<file path="config.mk">
export PLATFORM = sky130hd
export DESIGN_NAME = mpu_bus_bridge
export DESIGN_NICKNAME = d
export VERILOG_FILES = /design/src/rtl/mpu_bus_bridge_pkg.sv /design/src/rtl/bus_synchronizer.sv /design/src/rtl/mpu_bus_bridge.sv
export SDC_FILE = /design/constraint.sdc
export NUM_CORES = 1
export LEC_CHECK = 0
export CORE_ASPECT_RATIO = 1.5
export CORE_MARGIN = 3
export CORE_UTILIZATION = 45
export DETAILED_ROUTE_END_ITERATION = 8
export PLACE_DENSITY = 0.74
export REMOVE_ABC_BUFFERS = 1
export SKIP_LAST_GASP = 1
export SLEW_MARGIN = 10
export SYNTH_ARGS = -nofsm -noshare
export SYNTH_HDL_FRONTEND = slang
export SYNTH_HIERARCHICAL = 1
export SYNTH_SLANG_ARGS = --single-unit
</file>
<file path="constraint.sdc">
create_clock -name clk -period 4.6 [get_ports clk]
set_clock_uncertainty 0.1 [all_clocks]
set_input_delay 0.69 -clock clk [delete_from_list [all_inputs] [get_ports clk]]
set_output_delay 0.69 -clock clk [all_outputs]
set_load 0.02 [all_outputs]
</file>
<file path="src/rtl/mpu_bus_bridge_pkg.sv">
// Shared definitions for the host-bus to MPU-bus bridge: FSM encoding and byte-lane enables.
package mpu_bus_bridge_pkg;

  typedef enum logic [2:0] {
    IDLE    = 3'd0,
    WRITE   = 3'd1,
    RD_REQ  = 3'd2,
    RD_WAIT = 3'd3,
    RD_HOLD = 3'd4
  } state_e;

  localparam logic [1:0] BE_EVEN = 2'b01;
  localparam logic [1:0] BE_ODD  = 2'b10;

  function automatic logic [1:0] be_for(input logic addr_lsb);
    return addr_lsb ? BE_ODD : BE_EVEN;
  endfunction

endpackage

</file>
<file path="src/rtl/bus_synchronizer.sv">
// Two-flop synchroniser for a bundle of asynchronous inputs, with a per-bit reset value.
module bus_synchronizer #(
  parameter int               WIDTH   = 1,
  parameter logic [WIDTH-1:0] RST_VAL = '0
) (
  input  logic             clk,
  input  logic             reset,
  input  logic [WIDTH-1:0] d,
  output logic [WIDTH-1:0] s1,
  output logic [WIDTH-1:0] s2
);

  logic [WIDTH-1:0] s1_q, s1_d;
  logic [WIDTH-1:0] s2_q, s2_d;

  always_comb begin
    s1_d = d;
    s2_d = s1_q;
  end

  always_ff @(posedge clk) begin
    if (reset) begin
      s1_q <= RST_VAL;
      s2_q <= RST_VAL;
    end else begin
      s1_q <= s1_d;
      s2_q <= s2_d;
    end
  end

  assign s1 = s1_q;
  assign s2 = s2_q;

endmodule

</file>
<file path="src/rtl/mpu_bus_bridge.sv">
// Bridges the host 8-bit multiplexed external-memory bus onto the 16-bit MPU word bus.
module mpu_bus_bridge
  import mpu_bus_bridge_pkg::*;
#(
  parameter int ADDR_WIDTH = 16,
  parameter int DATA_WIDTH = 16,
  parameter int RD_LATENCY = 1
) (
  input  logic                  clk,
  input  logic                  reset,
  input  logic                  xm_ale,
  input  logic                  xm_rd_n,
  input  logic                  xm_wr_n,
  input  logic [7:0]            xm_addr_hi,
  input  logic [7:0]            xm_ad_in,
  output logic [7:0]            xm_data_out,
  output logic                  xm_data_oe,
  output logic                  mpu_en,
  output logic                  mpu_rd,
  output logic                  mpu_wr,
  output logic [1:0]            mpu_be,
  output logic [ADDR_WIDTH-1:0] mpu_addr,
  output logic [DATA_WIDTH-1:0] mpu_data_out,
  input  logic [DATA_WIDTH-1:0] mpu_data_in,
  output logic                  busy,
  output logic                  overrun
);

  localparam int CNT_W = $clog2(RD_LATENCY + 2);

  // Strobes and the address/data bus share one synchroniser so they stay aligned.
  logic [18:0] sync_in, sync_s1, sync_s2;
  logic        unused_sync_s1;

  assign sync_in = {xm_ale, xm_rd_n, xm_wr_n, xm_addr_hi, xm_ad_in};

  bus_synchronizer #(
    .WIDTH  (19),
    .RST_VAL({1'b0, 1'b1, 1'b1, 16'h0000})
  ) u_sync (
    .clk  (clk),
    .reset(reset),
    .d    (sync_in),
    .s1   (sync_s1),
    .s2   (sync_s2)
  );

  assign unused_sync_s1 = ^sync_s1[15:0];

  logic       ale_s1, ale_s2, rd_n_s1, rd_n_s2, wr_n_s1, wr_n_s2;
  logic [7:0] addr_hi_s2, ad_s2;
  logic       ale_fall, rd_fall, rd_rise, wr_rise;

  assign {ale_s1, rd_n_s1, wr_n_s1} = sync_s1[18:16];
  assign {ale_s2, rd_n_s2, wr_n_s2} = sync_s2[18:16];
  assign addr_hi_s2 = sync_s2[15:8];
  assign ad_s2      = sync_s2[7:0];

  assign ale_fall = ale_s2 & ~ale_s1;
  assign rd_fall  = rd_n_s2 & ~rd_n_s1;
  assign rd_rise  = ~rd_n_s2 & rd_n_s1;
  assign wr_rise  = ~wr_n_s2 & wr_n_s1;

  state_e                state_q, state_d;
  logic [ADDR_WIDTH-1:0] addr_q, addr_d;
  logic [CNT_W-1:0]      cnt_q, cnt_d;
  logic [7:0]            xm_data_out_q, xm_data_out_d;
  logic                  xm_data_oe_q, xm_data_oe_d;
  logic                  mpu_en_q, mpu_en_d;
  logic                  mpu_rd_q, mpu_rd_d;
  logic                  mpu_wr_q, mpu_wr_d;
  logic [1:0]            mpu_be_q, mpu_be_d;
  logic [ADDR_WIDTH-1:0] mpu_addr_q, mpu_addr_d;
  logic [DATA_WIDTH-1:0] mpu_data_out_q, mpu_data_out_d;
  logic                  busy_q, busy_d;
  logic                  overrun_q, overrun_d;

  always_comb begin
    state_d        = state_q;
    addr_d         = addr_q;
    cnt_d          = cnt_q;
    xm_data_out_d  = xm_data_out_q;
    xm_data_oe_d   = xm_data_oe_q;
    mpu_en_d       = 1'b0;
    mpu_rd_d       = 1'b0;
    mpu_wr_d       = 1'b0;
    mpu_be_d       = mpu_be_q;
    mpu_addr_d     = mpu_addr_q;
    mpu_data_out_d = mpu_data_out_q;
    overrun_d      = 1'b0;

    if (ale_fall) begin
      addr_d = ADDR_WIDTH'({addr_hi_s2, ad_s2});
    end

    // mpu_addr/mpu_be double as the in-flight transaction's private address copy.
    case (state_q)
      IDLE: begin
        if (wr_rise && rd_fall) begin
          overrun_d = 1'b1;
        end else if (wr_rise) begin
          state_d        = WRITE;
          mpu_addr_d     = addr_q >> 1;
          mpu_be_d       = be_for(addr_q[0]);
          mpu_data_out_d = DATA_WIDTH'({ad_s2, ad_s2});
        end else if (rd_fall) begin
          state_d    = RD_REQ;
          mpu_addr_d = addr_q >> 1;
          mpu_be_d   = be_for(addr_q[0]);
        end
      end
      WRITE: begin
        mpu_en_d = 1'b1;
        mpu_wr_d = 1'b1;
        state_d  = IDLE;
      end
      RD_REQ: begin
        mpu_en_d = 1'b1;
        mpu_rd_d = 1'b1;
        cnt_d    = '0;
        state_d  = RD_WAIT;
        if (rd_rise) begin
          state_d   = IDLE;
          overrun_d = 1'b1;
        end
      end
      RD_WAIT: begin
        if (rd_rise) begin
          state_d   = IDLE;
          overrun_d = 1'b1;
        end else if (cnt_q == CNT_W'(RD_LATENCY)) begin
          xm_data_out_d = (mpu_be_q == BE_ODD) ? mpu_data_in[15:8] : mpu_data_in[7:0];
          xm_data_oe_d  = 1'b1;
          state_d       = RD_HOLD;
        end else begin
          cnt_d = cnt_q + CNT_W'(1);
        end
      end
      RD_HOLD: begin
        if (rd_rise) begin
          xm_data_oe_d = 1'b0;
          state_d      = IDLE;
        end
      end
      default: state_d = IDLE;
    endcase

    if ((state_q != IDLE) && (wr_rise || rd_fall)) begin
      overrun_d = 1'b1;
    end

    busy_d = (state_d != IDLE);
  end

  always_ff @(posedge clk) begin
    if (reset) begin
      state_q        <= IDLE;
      addr_q         <= '0;
      cnt_q          <= '0;
      xm_data_out_q  <= '0;
      xm_data_oe_q   <= 1'b0;
      mpu_en_q       <= 1'b0;
      mpu_rd_q       <= 1'b0;
      mpu_wr_q       <= 1'b0;
      mpu_be_q       <= '0;
      mpu_addr_q     <= '0;
      mpu_data_out_q <= '0;
      busy_q         <= 1'b0;
      overrun_q      <= 1'b0;
    end else begin
      state_q        <= state_d;
      addr_q         <= addr_d;
      cnt_q          <= cnt_d;
      xm_data_out_q  <= xm_data_out_d;
      xm_data_oe_q   <= xm_data_oe_d;
      mpu_en_q       <= mpu_en_d;
      mpu_rd_q       <= mpu_rd_d;
      mpu_wr_q       <= mpu_wr_d;
      mpu_be_q       <= mpu_be_d;
      mpu_addr_q     <= mpu_addr_d;
      mpu_data_out_q <= mpu_data_out_d;
      busy_q         <= busy_d;
      overrun_q      <= overrun_d;
    end
  end

  assign xm_data_out  = xm_data_out_q;
  assign xm_data_oe   = xm_data_oe_q;
  assign mpu_en       = mpu_en_q;
  assign mpu_rd       = mpu_rd_q;
  assign mpu_wr       = mpu_wr_q;
  assign mpu_be       = mpu_be_q;
  assign mpu_addr     = mpu_addr_q;
  assign mpu_data_out = mpu_data_out_q;
  assign busy         = busy_q;
  assign overrun      = overrun_q;

endmodule

</file>
### Word level (Yosys, flattened, before mapping)

Cells that the tools add are included.

| word-level totals | value |
|---|---|
| register bits after elaboration | 107 |
| output and inout bits | 48 |
| logic and storage cells | 80 |

| operators by class | value |
|---|---|
| $add $sub $neg | 1 |
| equal/unequal tests | 10 |
| muxes and demuxes | 28 |
| bitwise operators | 10 |
| reductions and logical operators | 16 |

Operators with widths:

| operator | count |
|---|---|
| $mux W16 | 2 |
| $mux W3 | 6 |
| $mux W2 | 6 |
| $pmux W3 S4 | 1 |
| $reduce_and A3 Y1 | 4 |
| $mux W1 | 9 |
| $mux W8 | 1 |
| $ne A2 B2 Y1 const B | 4 |
| $eq A3 B2 Y1 const B | 2 |
| $not A1 Y1 | 6 |
| $reduce_bool A2 Y1 | 3 |
| $reduce_bool A3 Y1 | 2 |
| $and A1 B1 Y1 | 4 |
| $pmux W1 S2 | 2 |
| $pmux W2 S2 | 1 |
| $reduce_and A4 Y1 | 1 |
| $reduce_or A2 Y1 | 2 |
| $eq A3 B1 Y1 const B | 1 |
| $eq A3 B3 Y1 const B | 1 |
| $logic_not A3 Y1 | 1 |
| $add A2 B1 Y2 const B | 1 |
| $eq A2 B1 Y1 const B | 1 |
| $eq A2 B2 Y1 const B | 1 |
| $logic_and A1 B1 Y1 | 2 |
| $logic_or A1 B1 Y1 | 1 |

### Depth between registers and ports, before layout

| depth | value |
|---|---|
| depth in word-level cells | 7 |
| mapped depth | 7 |
| depth with buffers taken out | 7 |

### Modules after synthesis

Netlist, hierarchy kept.

Modules (own cells, without submodules):

| module | instances | cells each | area an instance (µm²) |
|---|---|---|---|
| mpu_bus_bridge | 1 | 291 | 2428.6 |
| bus_synchronizer | 1 | 80 | 1037.2 |

### Worst setup path after synthesis

OpenSTA, ideal clock, no wires.

| path | value |
|---|---|
| path kind | flip-flop to flip-flop |
| start | register u_sync.s1_q[16], in the netlist u_sync/s1[16] |
| end | register mpu_be_q[0], in the netlist mpu_be[0] |
| data arrival time | 1.652 ns |
| data required time | 4.372 ns |
| setup slack | 2.720 ns |
| cell stages (with the launch flop) | 8 |
| path buffers | 2 |
| clock period less this slack | 1.880 ns |
| cells stage by stage | dfxtp_1 nor2b_1 ha_1 or4_4 buf_6 buf_6 a21oi_2 nor2_1 |

| between the ends | value |
|---|---|
| longest elaborated chain between the ends | 4 |

Ends and longest elaborated chain:

| item | RTL line | text |
|---|---|---|
| start, declared | bus_synchronizer.sv:13 | `logic [WIDTH-1:0] s1_q, s1_d;` |
| start signal, assigned | bus_synchronizer.sv:23 | `s1_q <= RST_VAL;` |
| start signal, assigned | bus_synchronizer.sv:26 | `s1_q <= s1_d;` |
| $and A1 B1 Y1 (*) | mpu_bus_bridge.sv:62 | `assign wr_rise = ~wr_n_s2 & wr_n_s1;` |
| $logic_and A1 B1 Y1 | mpu_bus_bridge.sv:99 | `if (wr_rise && rd_fall) begin` |
| $not A1 Y1 (no line) | - |  |
| $reduce_and A3 Y1 (no line) | - |  |
| end signal, assigned | mpu_bus_bridge.sv:179 | `mpu_be_q <= mpu_be_d;` |
| end, declared | mpu_bus_bridge.sv:72 | `logic [1:0] mpu_be_q, mpu_be_d;` |

Mark *: on every way between the ends. The rest lies on a longest branch, timed or not.
A chain may end at the register's enable or synchronous reset.

### Final worst setup path

| path | value |
|---|---|
| start | register mpu_be_q[0], in the netlist mpu_be[0] |
| end | output mpu_be[0] |

RTL lines:

| item | RTL line | text |
|---|---|---|
| end, declared | mpu_bus_bridge.sv:21 | `output logic [1:0] mpu_be,` |

No word-level cell between the ends.

==> metrics <==
Switch Pwr=0.336 mW; Final ANT Viol Nets=0; Crit path largest cell delay=0.64 ns; register area share after synthesis=0.566; Initial Utilization=0.470; Sinks on Clock Net=98; Post-CTS Hold Buffers=0; sequential share of power=0.572; DR DRC count=0; Syn Std Cell Area=3470 um^2; Synth Register Bits=between 90 and 100; row count=38; antenna violations before repair=0; endpoint class of the critical path=primary output; Critical path origin=mpu_be[0]$_SDFFE_PP0P_; Combinational Power Share=0.075; GP Congestion=0.812; RR Startpoint=state_q[0]$_SDFF_PP0_; relative slew slack=0.306; Pwr Total=approximately 1.5 mW; crit path launch type=flop; most frequent cells in the layout=98 x dfxtp_1, 86 x nand2_1, 82 x clkdlybuf4s50_1, 44 x a21oi_1, 34 x nor2b_1; crit path kind=flop to primary output; Least-Margin Pin Slew=about 1.0 ns; share of layout cells above drive strength 1=0.0525; synth unique cells=35; CTS root buf=clkbuf_8; YS warnings=6; Leak=1.56 nW; crit path to=mpu_be[0]; Syn-to-layout area delta=27.5%; vias in the first global route=2346; clk slew on worst S/H paths=0.09 ns; # Post-CTS Setup Buffers=0; die width=~78 um; GRT overflow=0; Final min period=2.17 ns; worst path arrival time=about 1.4 ns; DR iter-0 viols=76; hpwl dp=between 4000 and 5000 um; post_cts resized=0; Core ar.=7370 um^2; clock tree buffer depth=2; port buffer count=83; Max IR drop VDD=0.231 mV; # setup viols final=0; critical path's top delay family=buffers and inverters; Post-Syn Instances=371; largest net degree at the start of global routing=59; Hold Path Class=flop to flop; Final Net Count=475; CP required=3.81 ns; Reg-to-Reg End=xm_data_out[4]$_SDFFE_PP0P_; Hold Crit Depth=2; R2R cell count=4; drt via density=4.60; critical path cell sequence=clkdlybuf4s50_1; Final Cycle Share=0.471; Final Hold Viols=0; diodes inserted=0; clock network latency to the later pin of the worst-skew pair=~0.35 ns; syn avg cell area=9.34 um^2; Fmax achieved=approximately 460 MHz; Reg2Reg Setup Slack=2.60 ns; P_int=1.21 mW; cts bufs inserted=9; maxcap violations=0; 1st-pass router iterations=4; Total Routing Usage GR=0.150; commonest non-fill, non-tap cell in the layout=dfxtp_1; PwrDens=350 nW/um^2; Buf/Inv on CP=1; Clk pwr share=0.353; global-route wire length before repair=10600 um; final setup TNS=0 ns; # IOs=85; Die H=113 um; fillers=643; slowest CP cell=clkdlybuf4s50_1; via count=2475; RSZ-0062 raised after global routing=no; H-tree depth=3; Sw Share=0.218; CTS tree=built; outcome=complete, no violations; WL final=6300 um; hold slack=~0.34 ns; Min-Delay Startpoint=u_sync/s2[15]$_SDFF_PP0_; die area=8810 um^2; WL per Instance=approximately 12 um; peak fanout along the critical path=3; Stages on worst setup path=1; Final Max Slew Viols=0
-- cells in the mapped netlist, drive strengths merged --
| cell | instances | area, um^2 |
|---|---|---|
| dfxtp | 98 | 1960 |
| nand2 | 86 | 323 |
| a21oi | 45 | 229 |
| nor2b | 34 | 213 |
| buf | 23 | 174 |
| nor2 | 13 | 48.8 |
| a211oi | 10 | 80.1 |
| clkbuf | 9 | 35.0 |
| mux2i | 8 | 80.1 |
| nor3 | 6 | 35.0 |
| and2b | 5 | 37.5 |
| nand2b | 5 | 31.3 |
| or2 | 5 | 31.3 |
| ha | 4 | 50.1 |
| inv | 4 | 15.0 |
| nor4 | 4 | 40.0 |
| a21o | 2 | 15.0 |
| nand3 | 2 | 10.0 |
| a2bb2oi | 1 | 8.76 |
| a41oi | 1 | 8.76 |
| and2 | 1 | 6.26 |
| conb | 1 | 3.75 |
| o21ai | 1 | 5.00 |
| o22ai | 1 | 6.26 |
| or3 | 1 | 6.26 |
| or4 | 1 | 11.3 |
-- tightest hold or removal path: stages (launching register included) --
cell	delay [ns]
dfxtp_1	0.30
nand2_1	0.05
a21oi_1	0.05
-- sequential cells by signal, summed over array words and instances (netlist names) --
signal	cells
u_sync/s1	19
u_sync/s2	19
addr_q	16
mpu_addr	15
mpu_data_out	8
xm_data_out	8
state_q	3
cnt_q	2
mpu_be	2
busy	1
mpu_en	1
mpu_rd	1
mpu_wr	1
overrun	1
xm_data_oe	1
-- metrics by stage --
stage	utilization	setup slack [ns]	cell area, um^2	instances
floorplan	-	2.85	3260	339
global placement	0.572	2.36	4220	523
detailed placement	0.572	2.30	4220	523
CTS	0.599	2.40	4420	538
global route	0.599	2.36	4420	538
finish	0.599	2.43	4420	538
-- worst min-delay path by stage --
| stage | to | slack, ns |
|---|---|---|
| after floorplan | u_sync/s2[16]$_SDFF_PP1_ | 0.30 |
| after global placement | u_sync/s2[16]$_SDFF_PP1_ | 0.31 |
| after detailed placement | u_sync/s2[1]$_SDFF_PP0_ | 0.32 |
| after CTS | u_sync/s2[1]$_SDFF_PP0_ | 0.34 |
| after global routing | u_sync/s2[4]$_SDFF_PP0_ | 0.35 |
| final | addr_q[15]$_SDFFE_PP0P_ | 0.34 |
-- power by group through the flow --
stage	clock (mW)	sequential [mW]	combinational [mW]
after floorplan	0	0.908	0.0469
after global placement	0	0.903	0.116
after detailed placement	0	0.904	0.118
after CTS	0.563	0.884	0.118
after global routing	0.593	0.886	0.129
final	0.544	0.884	0.116
-- layer usage --
layer	GRT usage	share of wire	vias up
li1	-	-	1319
met1	0.179	0.45	1085
met2	0.250	0.49	61
met3	0.0411	0.044	10
met4	0.0701	0.021	0
met5	0	0	-
-- cell type report --
class | instances | area, um^2 | area share
flip-flops and latches | 98 | 1960 | 0.444
multi-input cells | 237 | 1280 | 0.290
repair buffers | 84 | 833 | 0.189
clock buffers | 11 | 151 | 0.0343
well taps | 100 | 125 | 0.0283
clock inverters | 4 | 51.3 | 0.0116
inverters | 4 | 15.0 | 0.00340
-- logic make-up after synthesis --
family | Yosys count | share of synthesized area
flip-flops | 98 | 0.566
buffers and inverters | 36 | 0.0646
other | 1 | 0.00108
adder cells (fa/ha/maj) | 4 | 0.0144
AND/OR/NAND/NOR | 163 | 0.229
AO/OA/AOI/OAI | 61 | 0.102
multiplexers | 8 | 0.0231
Note: power is estimated with default switching activity, not from simulation.
